[config.mk]
export PLATFORM = sky130hd
export DESIGN_NAME = simplest4_parallel
export DESIGN_NICKNAME = d
export VERILOG_FILES = /design/src/rtl/simplest4_parallel.sv
export SDC_FILE = /design/constraint.sdc
export NUM_CORES = 1
export LEC_CHECK = 0
export BUFFER_PORTS_ARGS = -buffer_cell sky130_fd_sc_hd__buf_2
export CAP_MARGIN = 20
export CORE_AREA = 4 4 41 43
export DETAILED_ROUTE_END_ITERATION = 8
export DIE_AREA = 0 0 45 47
export PLACE_DENSITY = 0.7
export SYNTH_ARGS = -nofsm -noshare
export SYNTH_HDL_FRONTEND = slang
export SYNTH_SLANG_ARGS = --single-unit
[constraint.sdc]
create_clock -name clk -period 2.5 [get_ports clk]
set_input_delay 0.125 -clock clk [delete_from_list [all_inputs] [get_ports clk]]
set_output_delay 0.125 -clock clk [all_outputs]
set_load 0.02 [all_outputs]
[src/rtl/simplest4_parallel.sv]
// SIMD array of LANES 1-bit accumulator cores that share one 3-bit program counter; each lane has its own 8-word ROM.
// Optional macro SIMPLEST4_HALT_EN makes opcode 111 a HALT that freezes pc and every accumulator.
module simplest4_parallel #(
  parameter int LANES = 4,
  localparam int PAIRS = (LANES + 1) / 2,
  // Bits 31:0 hold the even-lane ROM and bits 63:32 hold the odd-lane ROM.
  // The two ROMs differ only in the LDI immediate at address 0.
  localparam logic [PAIRS*64-1:0] DEF_IMG = {PAIRS{64'hE09A4793_E09A4792}},
  parameter logic [LANES*32-1:0] PROGRAM = DEF_IMG[LANES*32-1:0]
) (
  input  logic             clk,
  input  logic             preset,
  input  logic             counter_ram8_reset,
  output logic [LANES-1:0] accumulator_output
);

  logic [2:0]       pc_q, pc_d;
  logic [LANES-1:0] acc_q, acc_d;
  logic [3:0]       word;
`ifdef SIMPLEST4_HALT_EN
  logic             halted_q, halted_d;
  logic             halt_hit;
`endif

  function automatic logic exec_op(input logic [3:0] w, input logic a);
    logic r;
    r = a;
    case (w[3:1])
      3'b001:  r = w[0];
      3'b010:  r = a & w[0];
      3'b011:  r = a | w[0];
      3'b100:  r = a ^ w[0];
      3'b101:  r = ~a;
      default: r = a;
    endcase
    return r;
  endfunction

  always_comb begin
    pc_d  = pc_q + 3'd1;
    acc_d = acc_q;
    word  = 4'd0;
`ifdef SIMPLEST4_HALT_EN
    halted_d = halted_q;
    halt_hit = 1'b0;
`endif
    for (int l = 0; l < LANES; l++) begin
      word     = PROGRAM[l*32 + int'(pc_q)*4 +: 4];
      acc_d[l] = exec_op(word, acc_q[l]);
`ifdef SIMPLEST4_HALT_EN
      if (word[3:1] == 3'b111) halt_hit = 1'b1;
`endif
    end
`ifdef SIMPLEST4_HALT_EN
    // A HALT in any lane freezes the whole array at the halting address.
    if (halted_q || halt_hit) begin
      pc_d     = pc_q;
      acc_d    = acc_q;
      halted_d = 1'b1;
    end
`endif
  end

  always_ff @(posedge clk) begin
    if (preset) begin
      pc_q  <= 3'd0;
      acc_q <= '0;
`ifdef SIMPLEST4_HALT_EN
      halted_q <= 1'b0;
`endif
    end else if (counter_ram8_reset) begin
      pc_q <= 3'd0;
`ifdef SIMPLEST4_HALT_EN
      halted_q <= 1'b0;
`endif
    end else begin
      pc_q  <= pc_d;
      acc_q <= acc_d;
`ifdef SIMPLEST4_HALT_EN
      halted_q <= halted_d;
`endif
    end
  end

  assign accumulator_output = acc_q;

endmodule

==> impl_metrics.env, run 1 <==
export IMPL_io_pins=7
export IMPL_cp_max_fo=7
export IMPL_peakVddDrop_mv=0.248
export IMPL_grt_first_pass_wirelength_um=2140
export IMPL_die_h_um=47
export IMPL_worstRegToRegCells=7
export IMPL_required_ns=2.67
export IMPL_cts_tree="done"
export IMPL_synth_area_leaders="ha_1 23%, dfxtp_1 22%, a2bb2oi_1 5.4%"
export IMPL_syn_area_um2=643
export IMPL_path_clk_slew_ns=0.05
export IMPL_synthCells=71
export IMPL_grt_usage_pct=14.4
export IMPL_numPortBuffers=6
export IMPL_synth_avg_cell_area_um2=9.06
export IMPL_worstSetupEndpointType="flip-flop"
export IMPL_cts_setup_buffers=0
export IMPL_power_density_nw_per_um2=463
export IMPL_overflow=0
export IMPL_finalNetCount=96
export IMPL_cts_buffer_depth=2
export IMPL_slew_headroom_pct=62.5
export IMPL_vias=561
export IMPL_period_share_pct=79.7
export IMPL_timing_final_crit_period_ns=1.99
export IMPL_reg2reg_to="accumulator_output[2]"
export IMPL_synth_compound_area_share_pct=28.6
export IMPL_post_drt_wl_per_cell_um=14.1
export IMPL_cp_arrival_ns=2.17
export IMPL_finalHoldViolations=0
export IMPL_synth_top_area_share_pct=23.3
export IMPL_tightestPinTransition_ns=0.562
export IMPL_cts_buffers_inserted=3
export IMPL_synth_edf_count=0
export IMPL_n_fill_cell=131
export IMPL_status="completed"
export IMPL_p_leak_uw=0.000328
export IMPL_synth_simple_area_share_pct=17.5
export IMPL_routed_via_density=5.91
export IMPL_startpoint_type="flip-flop"
export IMPL_power_uw=327
export IMPL_seq_area_frac_synth_pct=21.8
export IMPL_wirelength_um=1340
export IMPL_core_um2=1300
export IMPL_setup_tns_ns=0
export IMPL_yosysTopAreaCell="ha_1"
export IMPL_synthAdderAreaFrac_pct=23.3
export IMPL_cts_resized=0
export IMPL_r2r_start="pc_q[0]"
export IMPL_grt_max_degree=16
export IMPL_crit_type="reg2reg"
export IMPL_grt_pass1_vias=492
export IMPL_dp_hpwl_um=1030
export IMPL_num_antenna_cells=0
export IMPL_synthXorXnorAreaFrac_pct=1.36
export IMPL_area_growth_pct=9.92
export IMPL_first_pass_iters=4
export IMPL_setup_viol=0
export IMPL_ys_warn_count=0
export IMPL_synth_ff_type="dfxtp_1"
export IMPL_final_antenna_net_count=0
export IMPL_layout_cells_non_filler=95
export IMPL_place_area_um2=681
export IMPL_fmax_mhz=502
export IMPL_cts_sinks=7
export IMPL_hold_class="in2reg"
export IMPL_synth_distinct_cells=27
export IMPL_drc=0
export IMPL_final_cell_mix="12 x ha_1, 7 x inv_1, 7 x dfxtp_1"
export IMPL_synth_seq_cells=7
export IMPL_clock_skew_ns=0.000929
export IMPL_synth_nets=86
export IMPL_cts_hold_buf=0
export IMPL_final_common_cell="ha_1"
export IMPL_synth_top_family_by_area="compound AO/OA/AOI/OAI gates"
export IMPL_clkLatencyLatePin_ns=0.27
export IMPL_slew_viol_final=0
export IMPL_root_buffer="clkbuf_4"
export IMPL_rows=13
export IMPL_start_util_pct=49.4
export IMPL_rsz0062_at_grt="no"
export IMPL_dieArea_um2=2120
export IMPL_crit_end="accumulator_output[2]"
export IMPL_dp_cells=91
export IMPL_finalInstanceArea_um2=707
export IMPL_cap_violations=0
export IMPL_die_w_um=45
export IMPL_synth_mux_area_share_pct=1.56
export IMPL_setup_worst_path_start="pc_q[0]"
export IMPL_antenna_found_initial=0
export IMPL_drt_iter0_markers=9
export IMPL_htree_num_levels=1
export IMPL_r2r_slack_ns=0.51
export IMPL_synthArstFlopShare_pct=0
export IMPL_gp_congestion=0.886
export IMPL_drive_gt1_share_pct=18.8
-- power by group --
| group | leakage, µW | total (µW) | switching [µW] | internal, µW |
|---|---|---|---|---|
| registers | 0.0000577 | 132 | 11.8 | 120 |
| logic | 0.000255 | 85.8 | 48.9 | 36.9 |
| clock network | 0.0000150 | 109 | 48.0 | 61.3 |
| total | 0.000328 | 327 | 109 | 218 |
-- cell usage after synthesis (all sizes together) (2+ instances only) --
library cell	count
ha	12
dfxtp	7
inv	7
nor3	5
a21oi	4
a2bb2oi	4
a311oi	4
nand2	4
nor2	4
nor3b	2
o211ai	2
o21ai	2
o221ai	2
-- worst max-delay path, stage by stage, from the launching register on --
cell and delay, ns:
dfxtp_1 0.45, inv_1 0.14, ha_1 0.38, inv_1 0.09, o21ai_0 0.24, ha_1 0.20
o221ai_1 0.13, a311oi_1 0.28
-- state kept, by name, indices dropped and copies added, names as in the netlist --
name	count
accumulator_output	4
pc_q	3
-- routing by layer --
metal  vias to the layer above  share of wire, %  global-route usage, %
li1                        288                 -                      -
met1                       254                46                   17.2
met2                        14                46                   22.6
met3                         5               6.2                   5.75
met4                         0               1.9                   7.02
met5                         -                 0                      0
-- how the worst min path moves through the flow --
stage | startpoint | endpoint | depth (start not counted)
detailed placement | counter_ram8_reset | pc_q[2] | 2
CTS | counter_ram8_reset | pc_q[2] | 2
finish | counter_ram8_reset | pc_q[2] | 2
global placement | counter_ram8_reset | pc_q[2] | 2
floorplan | preset | pc_q[0] | 1
global route | counter_ram8_reset | pc_q[2] | 2
-- logic make-up after synthesis --
kind of cell	count (synthesis)
buffers and inverters	8
muxes	1
DFF	7
xor gates and xnor gates	1
adders and majority gates	12
AOI/OAI and AO/OA	23
and+or+nand+nor	19
-- layout make-up --
| cell class | count | area (µm²) | share of cell area (%) |
|---|---|---|---|
| multi-input cells | 56 | 465 | 65.8 |
| flip-flops and latches | 7 | 140 | 19.8 |
| repair buffers | 6 | 30.0 | 4.25 |
| clock buffers | 4 | 26.3 | 3.72 |
| inverters | 7 | 26.3 | 3.72 |
| well taps | 15 | 18.8 | 2.65 |
-- per-stage QoR --
step / hold WS (ns) / util (%) / worst slack [ns]
CTS: 0.100 / 54.3 / 0.511
global placement: 0.380 / 52.3 / 0.621
floorplan: 0.196 / - / 0.747
detailed placement: 0.386 / 52.3 / 0.518
global route: 0.110 / 54.3 / 0.277
finish: 0.106 / 54.3 / 0.507
(Power assumes the default switching activity.)
==> run 2: changes to the inputs <==
--- a/config.mk
+++ b/config.mk
@@ -5,12 +5,13 @@
 export SDC_FILE = /design/constraint.sdc
 export NUM_CORES = 1
 export LEC_CHECK = 0
+export ABC_AREA = 1
 export BUFFER_PORTS_ARGS = -buffer_cell sky130_fd_sc_hd__buf_2
 export CAP_MARGIN = 20
-export CORE_AREA = 4 4 41 43
+export CORE_MARGIN = 4
+export CORE_UTILIZATION = 57
 export DETAILED_ROUTE_END_ITERATION = 8
-export DIE_AREA = 0 0 45 47
-export PLACE_DENSITY = 0.7
+export PLACE_DENSITY = 0.79
 export SYNTH_ARGS = -nofsm -noshare
 export SYNTH_HDL_FRONTEND = slang
 export SYNTH_SLANG_ARGS = --single-unit
==> constraint.sdc (replaced) <==
create_clock -name clk -period 1.9 [get_ports clk]
set_input_delay 0.095 -clock clk [delete_from_list [all_inputs] [get_ports clk]]
set_output_delay 0.095 -clock clk [all_outputs]
set_load 0.02 [all_outputs]
==> run 2 against run 1 <==
Effect of this change: cell count increased by 53%; setup slack got worse by 0.37 ns; clock skew up 0.0024 ns; via count up 39%; combinational power is 90% higher; synthesized cell count up 66%; first-iteration DRC count rose to 3.4 times the previous value; power grew 40%; fmax rose by 13%; routed wire length rose by 25%; clock power increased by 16%; critical path type unchanged; critical endpoint is now accumulator_output[0]; largest power group unchanged.
==> impl_metrics.env, run 2 <==
export IMPL_status="completed"
export IMPL_power_density_nw_per_um2=534
export IMPL_final_cell_mix="26 x nand2_1, 19 x inv_1, 17 x nand3_1"
export IMPL_finalNetCount=147
export IMPL_grt_usage_pct=18.3
export IMPL_reg2reg_to="accumulator_output[0]"
export IMPL_slew_headroom_pct=79.0
export IMPL_peakVddDrop_mv=0.478
export IMPL_root_buffer="clkbuf_4"
export IMPL_antenna_found_initial=0
export IMPL_drc=0
export IMPL_cts_tree="done"
export IMPL_dp_hpwl_um=1420
export IMPL_htree_num_levels=1
export IMPL_startpoint_type="flip-flop"
export IMPL_hold_path_end="accumulator_output[3]"
export IMPL_cts_hold_buf=0
export IMPL_start_util_pct=64.2
export IMPL_drt_iter0_markers=31
export IMPL_synth_top_area_share_pct=19.7
export IMPL_drive_gt1_share_pct=19.8
export IMPL_clkLatencyLatePin_ns=0.24
export IMPL_area_growth_pct=12.5
export IMPL_cp_arrival_ns=1.89
export IMPL_cap_violations=0
export IMPL_hp_start="preset"
export IMPL_num_antenna_cells=0
export IMPL_p_leak_uw=0.000472
export IMPL_required_ns=2.03
export IMPL_final_antenna_net_count=0
export IMPL_clock_skew_ns=0.00331
export IMPL_gp_congestion=0.884
export IMPL_synthArstFlopShare_pct=0
export IMPL_cts_sinks=7
export IMPL_io_pins=7
export IMPL_synth_nets=133
export IMPL_synthCells=118
export IMPL_overflow=0
export IMPL_post_place_ws_ns=0.0616
export IMPL_wirelength_um=1680
export IMPL_period_share_pct=92.6
export IMPL_whs_ns=0.155
export IMPL_n_fill_cell=99
export IMPL_place_area_um2=828
export IMPL_cts_setup_buffers=0
export IMPL_grt_first_pass_wirelength_um=2790
export IMPL_seq_area_frac_synth_pct=18.4
export IMPL_synth_commonest_cells="26 x nand2_1, 19 x inv_1, 17 x nand3_1"
export IMPL_routed_via_density=5.36
export IMPL_power_uw=458
export IMPL_holdPathStages=4
export IMPL_cts_buffer_depth=2
export IMPL_rsz0062_at_grt="no"
export IMPL_synth_ff_type="dfxtp_1"
export IMPL_first_pass_iters=4
export IMPL_largest_register_ffs=4
export IMPL_finalInstanceArea_um2=857
export IMPL_r2r_slack_ns=0.14
export IMPL_syn_area_um2=762
export IMPL_synth_most_common_cell="nand2_1"
export IMPL_final_common_cell="nand2_1"
export IMPL_path_clk_slew_ns=0.05
export IMPL_synth_seq_cells=7
export IMPL_synth_avg_cell_area_um2=6.46
export IMPL_cts_buffers_inserted=3
export IMPL_worstSetupEndpointType="flip-flop"
export IMPL_grt_pass1_vias=668
export IMPL_grt_max_degree=9
export IMPL_rows=12
export IMPL_worstRegToRegCells=11
export IMPL_yosysTopAreaCell="ha_1"
export IMPL_setup_ws_ns=0.141
export IMPL_tightestPinTransition_ns=0.313
export IMPL_setup_viol=0
export IMPL_core_um2=1190
export IMPL_fmax_mhz=568
export IMPL_finalHoldViolations=0
export IMPL_setup_tns_ns=0
export IMPL_synth_distinct_cells=18
export IMPL_vias=777
export IMPL_post_drt_wl_per_cell_um=11.6
export IMPL_die_w_um=44.6
export IMPL_die_h_um=44.6
export IMPL_synth_edf_count=0
export IMPL_hold_class="in2reg"
export IMPL_numPortBuffers=6
export IMPL_cp_max_fo=6
export IMPL_slew_viol_final=0
export IMPL_dieArea_um2=1990
export IMPL_synth_area_leaders="ha_1 20%, dfxtp_1 18%, nand2_1 13%"
export IMPL_crit_type="reg2reg"
export IMPL_ys_warn_count=0
export IMPL_timing_final_crit_period_ns=1.76
export IMPL_r2r_start="pc_q[1]"
[run 2: cell count changes after synthesis, moves of 3 or more]
cell	change
a21oi_1	-3
a2bb2oi_1	-4
a311oi_1	-4
inv_1	+12
nand2_1	+23
nand3_1	+16
nand4_1	+6
nor2_1	+9
nor2_2	+3
nor3_1	-5
o21ai_1	+4
[run 2: power breakdown]
part | switching (µW) | internal (µW)
Combinational | 104 | 59.5
Clock | 46.3 | 79.6
Sequential | 9.57 | 159
Total | 160 | 298
[run 2: area by class of cell]
type | instances | area [µm²] | share of cell area, %
multi-input combinational | 89 | 526 | 61.3
sequential | 7 | 143 | 16.6
inverter | 21 | 85.1 | 9.93
timing repair buffer | 10 | 60.1 | 7.01
clock buffer | 4 | 26.3 | 3.07
tap | 14 | 17.5 | 2.04
[run 2: how the worst max path moves through the flow]
stage / from / to
2_1_floorplan: pc_q[0] / accumulator_output[2]
3_3_place_gp: pc_q[1] / accumulator_output[2]
3_5_place_dp: pc_q[1] / accumulator_output[0]
4_1_cts: pc_q[1] / accumulator_output[0]
5_1_grt: pc_q[1] / accumulator_output[2]
6_report: pc_q[1] / accumulator_output[0]
[run 2: metal layers]
layer	GRT usage, %	share of wire (%)
met5	0	0
met4	5.42	0
met3	1.22	5.3
met2	27.5	44
met1	27.3	51
[run 2: through the flow]
step,util [%],instances
2_1_floorplan,-,118
3_3_place_gp,69.8,141
3_5_place_dp,69.8,141
4_1_cts,72.0,145
5_1_grt,72.3,145
6_report,72.3,145
[run 2: cells by family (layout without fill, tap and decap cells)]
kind of cell             Yosys count  in the layout  share of synthesized area (%)
AND/OR/NAND/NOR                   71             71                           45.3
buffers and inverters             22             35                           12.6
adder cells (fa/ha/maj)           12             12                           19.7
flip-flops                         7              7                           18.4
AO/OA/AOI/OAI                      6              6                           3.94
[run 2: critical path, stage by stage (launching register included)]
cell and delay [ns]:
dfxtp_2 0.37, inv_1 0.10, ha_1 0.31, nand2_1 0.10
o21ai_1 0.09, ha_1 0.28, nand2_1 0.07, nand2_1 0.05
inv_1 0.05, nand3_1 0.08, nor2_1 0.11, nor2_1 0.05
[run 2: timing repair]
action / CTS / global route
resized for setup: 0 / 3
endpoints found under the setup margin: 0 / 2
hold endpoints to repair: 0 / 0
==> run 3: changes to the inputs <==
==> constraint.sdc (replaced) <==
create_clock -name clk -period 1.8 [get_ports clk]
set_input_delay 0.09 -clock clk [delete_from_list [all_inputs] [get_ports clk]]
set_output_delay 0.09 -clock clk [all_outputs]
set_load 0.02 [all_outputs]
==> run 3 against run 2 <==
Effect of this change: setup slack got worse by 0.046 ns; worst hold slack got worse by 0.017 ns; clock skew barely moved; routed wire length fell by 2.9%; register-to-register slack got worse by 0.05 ns; design area rose by 1.8%; sequential power rose by 4%; clock power rose by 8%; via count fell by 2.3%; clock-buffer cell count did not move.
==> impl_metrics.env, run 3 (synthesis gave the netlist of run 2 again) <==
export IMPL_status="completed"
export IMPL_final_cell_mix="25 x nand2_1, 19 x inv_1, 17 x nand3_1"
export IMPL_slew_headroom_pct=79.4
export IMPL_n_fill_cell=100
export IMPL_io_pins=7
export IMPL_rows=12
export IMPL_dp_hpwl_um=1340
export IMPL_slew_viol_final=0
export IMPL_cts_setup_buffers=0
export IMPL_area_growth_pct=14.4
export IMPL_grt_max_degree=9
export IMPL_switching_share_pct=35.1
export IMPL_cts_tree="done"
export IMPL_dieArea_um2=1990
export IMPL_fmax_mhz=586
export IMPL_drt_iter0_markers=41
export IMPL_core_um2=1190
export IMPL_clock_skew_ns=0.00365
export IMPL_overflow=0
export IMPL_tightestPinTransition_ns=0.307
export IMPL_path_clk_slew_ns=0.05
export IMPL_htree_num_levels=1
export IMPL_post_drt_wl_per_cell_um=11.2
export IMPL_drive_gt1_share_pct=22.0
export IMPL_vias=759
export IMPL_cts_buffer_depth=2
export IMPL_largest_register_ffs=4
export IMPL_reg2reg_to="accumulator_output[2]"
export IMPL_drc=0
export IMPL_clkLatencyLatePin_ns=0.24
export IMPL_wirelength_um=1630
export IMPL_power_switching_uw=171
export IMPL_numPortBuffers=6
export IMPL_post_place_ws_ns=0.0531
export IMPL_cts_sinks=7
export IMPL_cap_violations=0
export IMPL_cp_arrival_ns=1.84
export IMPL_power_density_nw_per_um2=560
export IMPL_first_pass_iters=4
export IMPL_r2r_start="pc_q[0]"
export IMPL_startpoint_type="flip-flop"
export IMPL_die_w_um=44.6
export IMPL_p_clk_share_pct=27.8
export IMPL_p_seq_share_pct=36.1
export IMPL_r2r_slack_ns=0.09
export IMPL_holdPathStages=4
export IMPL_required_ns=1.94
export IMPL_setup_ws_ns=0.0946
export IMPL_finalNetCount=148
export IMPL_num_antenna_cells=0
export IMPL_setup_viol=0
export IMPL_final_common_cell="nand2_1"
export IMPL_die_h_um=44.6
export IMPL_worstRegToRegCells=11
export IMPL_grt_usage_pct=18.2
export IMPL_final_antenna_net_count=0
export IMPL_peakVddDrop_mv=0.498
export IMPL_utilization_pct=73.5
export IMPL_grt_pass1_vias=635
export IMPL_antenna_found_initial=0
export IMPL_worstSetupEndpointType="flip-flop"
export IMPL_combPwrFrac_pct=36.1
export IMPL_root_buffer="clkbuf_4"
export IMPL_cp_max_fo=3
export IMPL_crit_type="reg2reg"
export IMPL_grt_first_pass_wirelength_um=2680
export IMPL_timing_final_crit_period_ns=1.71
export IMPL_hold_path_end="accumulator_output[0]"
export IMPL_hp_start="preset"
export IMPL_start_util_pct=64.2
export IMPL_gp_congestion=0.861
export IMPL_internal_power_uw=317
export IMPL_cts_buffers_inserted=3
export IMPL_routed_via_density=5.20
export IMPL_p_leak_uw=0.000477
export IMPL_hold_class="in2reg"
export IMPL_period_share_pct=94.7
export IMPL_finalHoldViolations=0
## run 3: per-stage QoR
| step | std cells | setup TNS [ns] | total power (µW) | hold slack [ns] | cell area, µm² |
|---|---|---|---|---|---|
| 2_1_floorplan | 118 | 0 | 303 | 0.286 | 762 |
| 3_3_place_gp | 142 | 0 | 346 | 0.388 | 836 |
| 3_5_place_dp | 142 | 0 | 349 | 0.391 | 836 |
| 4_1_cts | 146 | 0 | 488 | 0.133 | 862 |
| 5_1_grt | 146 | -0.0303 | 531 | 0.154 | 872 |
| 6_report | 146 | 0 | 488 | 0.138 | 872 |
## run 3: routing by layer
layer | share of wire, % | track usage [%] | up-vias
li1 | - | - | 401
met1 | 48 | 26.0 | 320
met2 | 44 | 26.1 | 36
met3 | 7.4 | 3.25 | 2
met4 | 0.31 | 8.43 | 0
met5 | 0 | 0 | -
## run 3: worst max path at each step
| stage | startpoint | endpoint | slack (ns) | depth (start not counted) |
|---|---|---|---|---|
| final | pc_q[0] | accumulator_output[2] | 0.09 | 11 |
| after detailed placement | pc_q[1] | accumulator_output[2] | 0.05 | 11 |
| after global placement | pc_q[1] | accumulator_output[2] | 0.09 | 11 |
| after global routing | pc_q[0] | accumulator_output[2] | -0.03 | 11 |
| after floorplan | pc_q[0] | accumulator_output[2] | 0.03 | 11 |
| after CTS | pc_q[1] | accumulator_output[2] | 0.03 | 11 |
## run 3: repair_timing
action / 4_1_cts / 5_1_grt
endpoints found under the hold margin: 0 / 0
endpoints found under the setup margin: 0 / 2
hold buffers: 0 / 0
gates resized for setup: 0 / 5
## run 3: power by group through the flow
stage | Combinational [µW] | Clock [µW] | Sequential, µW
CTS | 171 | 141 | 176
detailed placement | 170 | 0 | 179
finish | 176 | 136 | 176
global route | 200 | 153 | 178
global placement | 167 | 0 | 179
floorplan | 111 | 0 | 192
## run 3: layout make-up
cell class / instances / area (µm²) / area share [%]
inverters: 21 / 85.1 / 9.76
repair buffers: 11 / 67.6 / 7.75
multi-input cells: 89 / 534 / 61.3
clock buffers: 4 / 26.3 / 3.01
well taps: 14 / 17.5 / 2.01
flip-flops and latches: 7 / 141 / 16.2
## run 3: worst max-delay path: stages, from the launching register on
cell and delay, ns:
dfxtp_2 0.33, inv_1 0.07, ha_1 0.34, nand2_2 0.10, o21ai_2 0.06, ha_1 0.28
nand2_1 0.07, nand2_1 0.05, inv_1 0.05, nand3_1 0.08, nor2_1 0.12, nor2_2 0.04
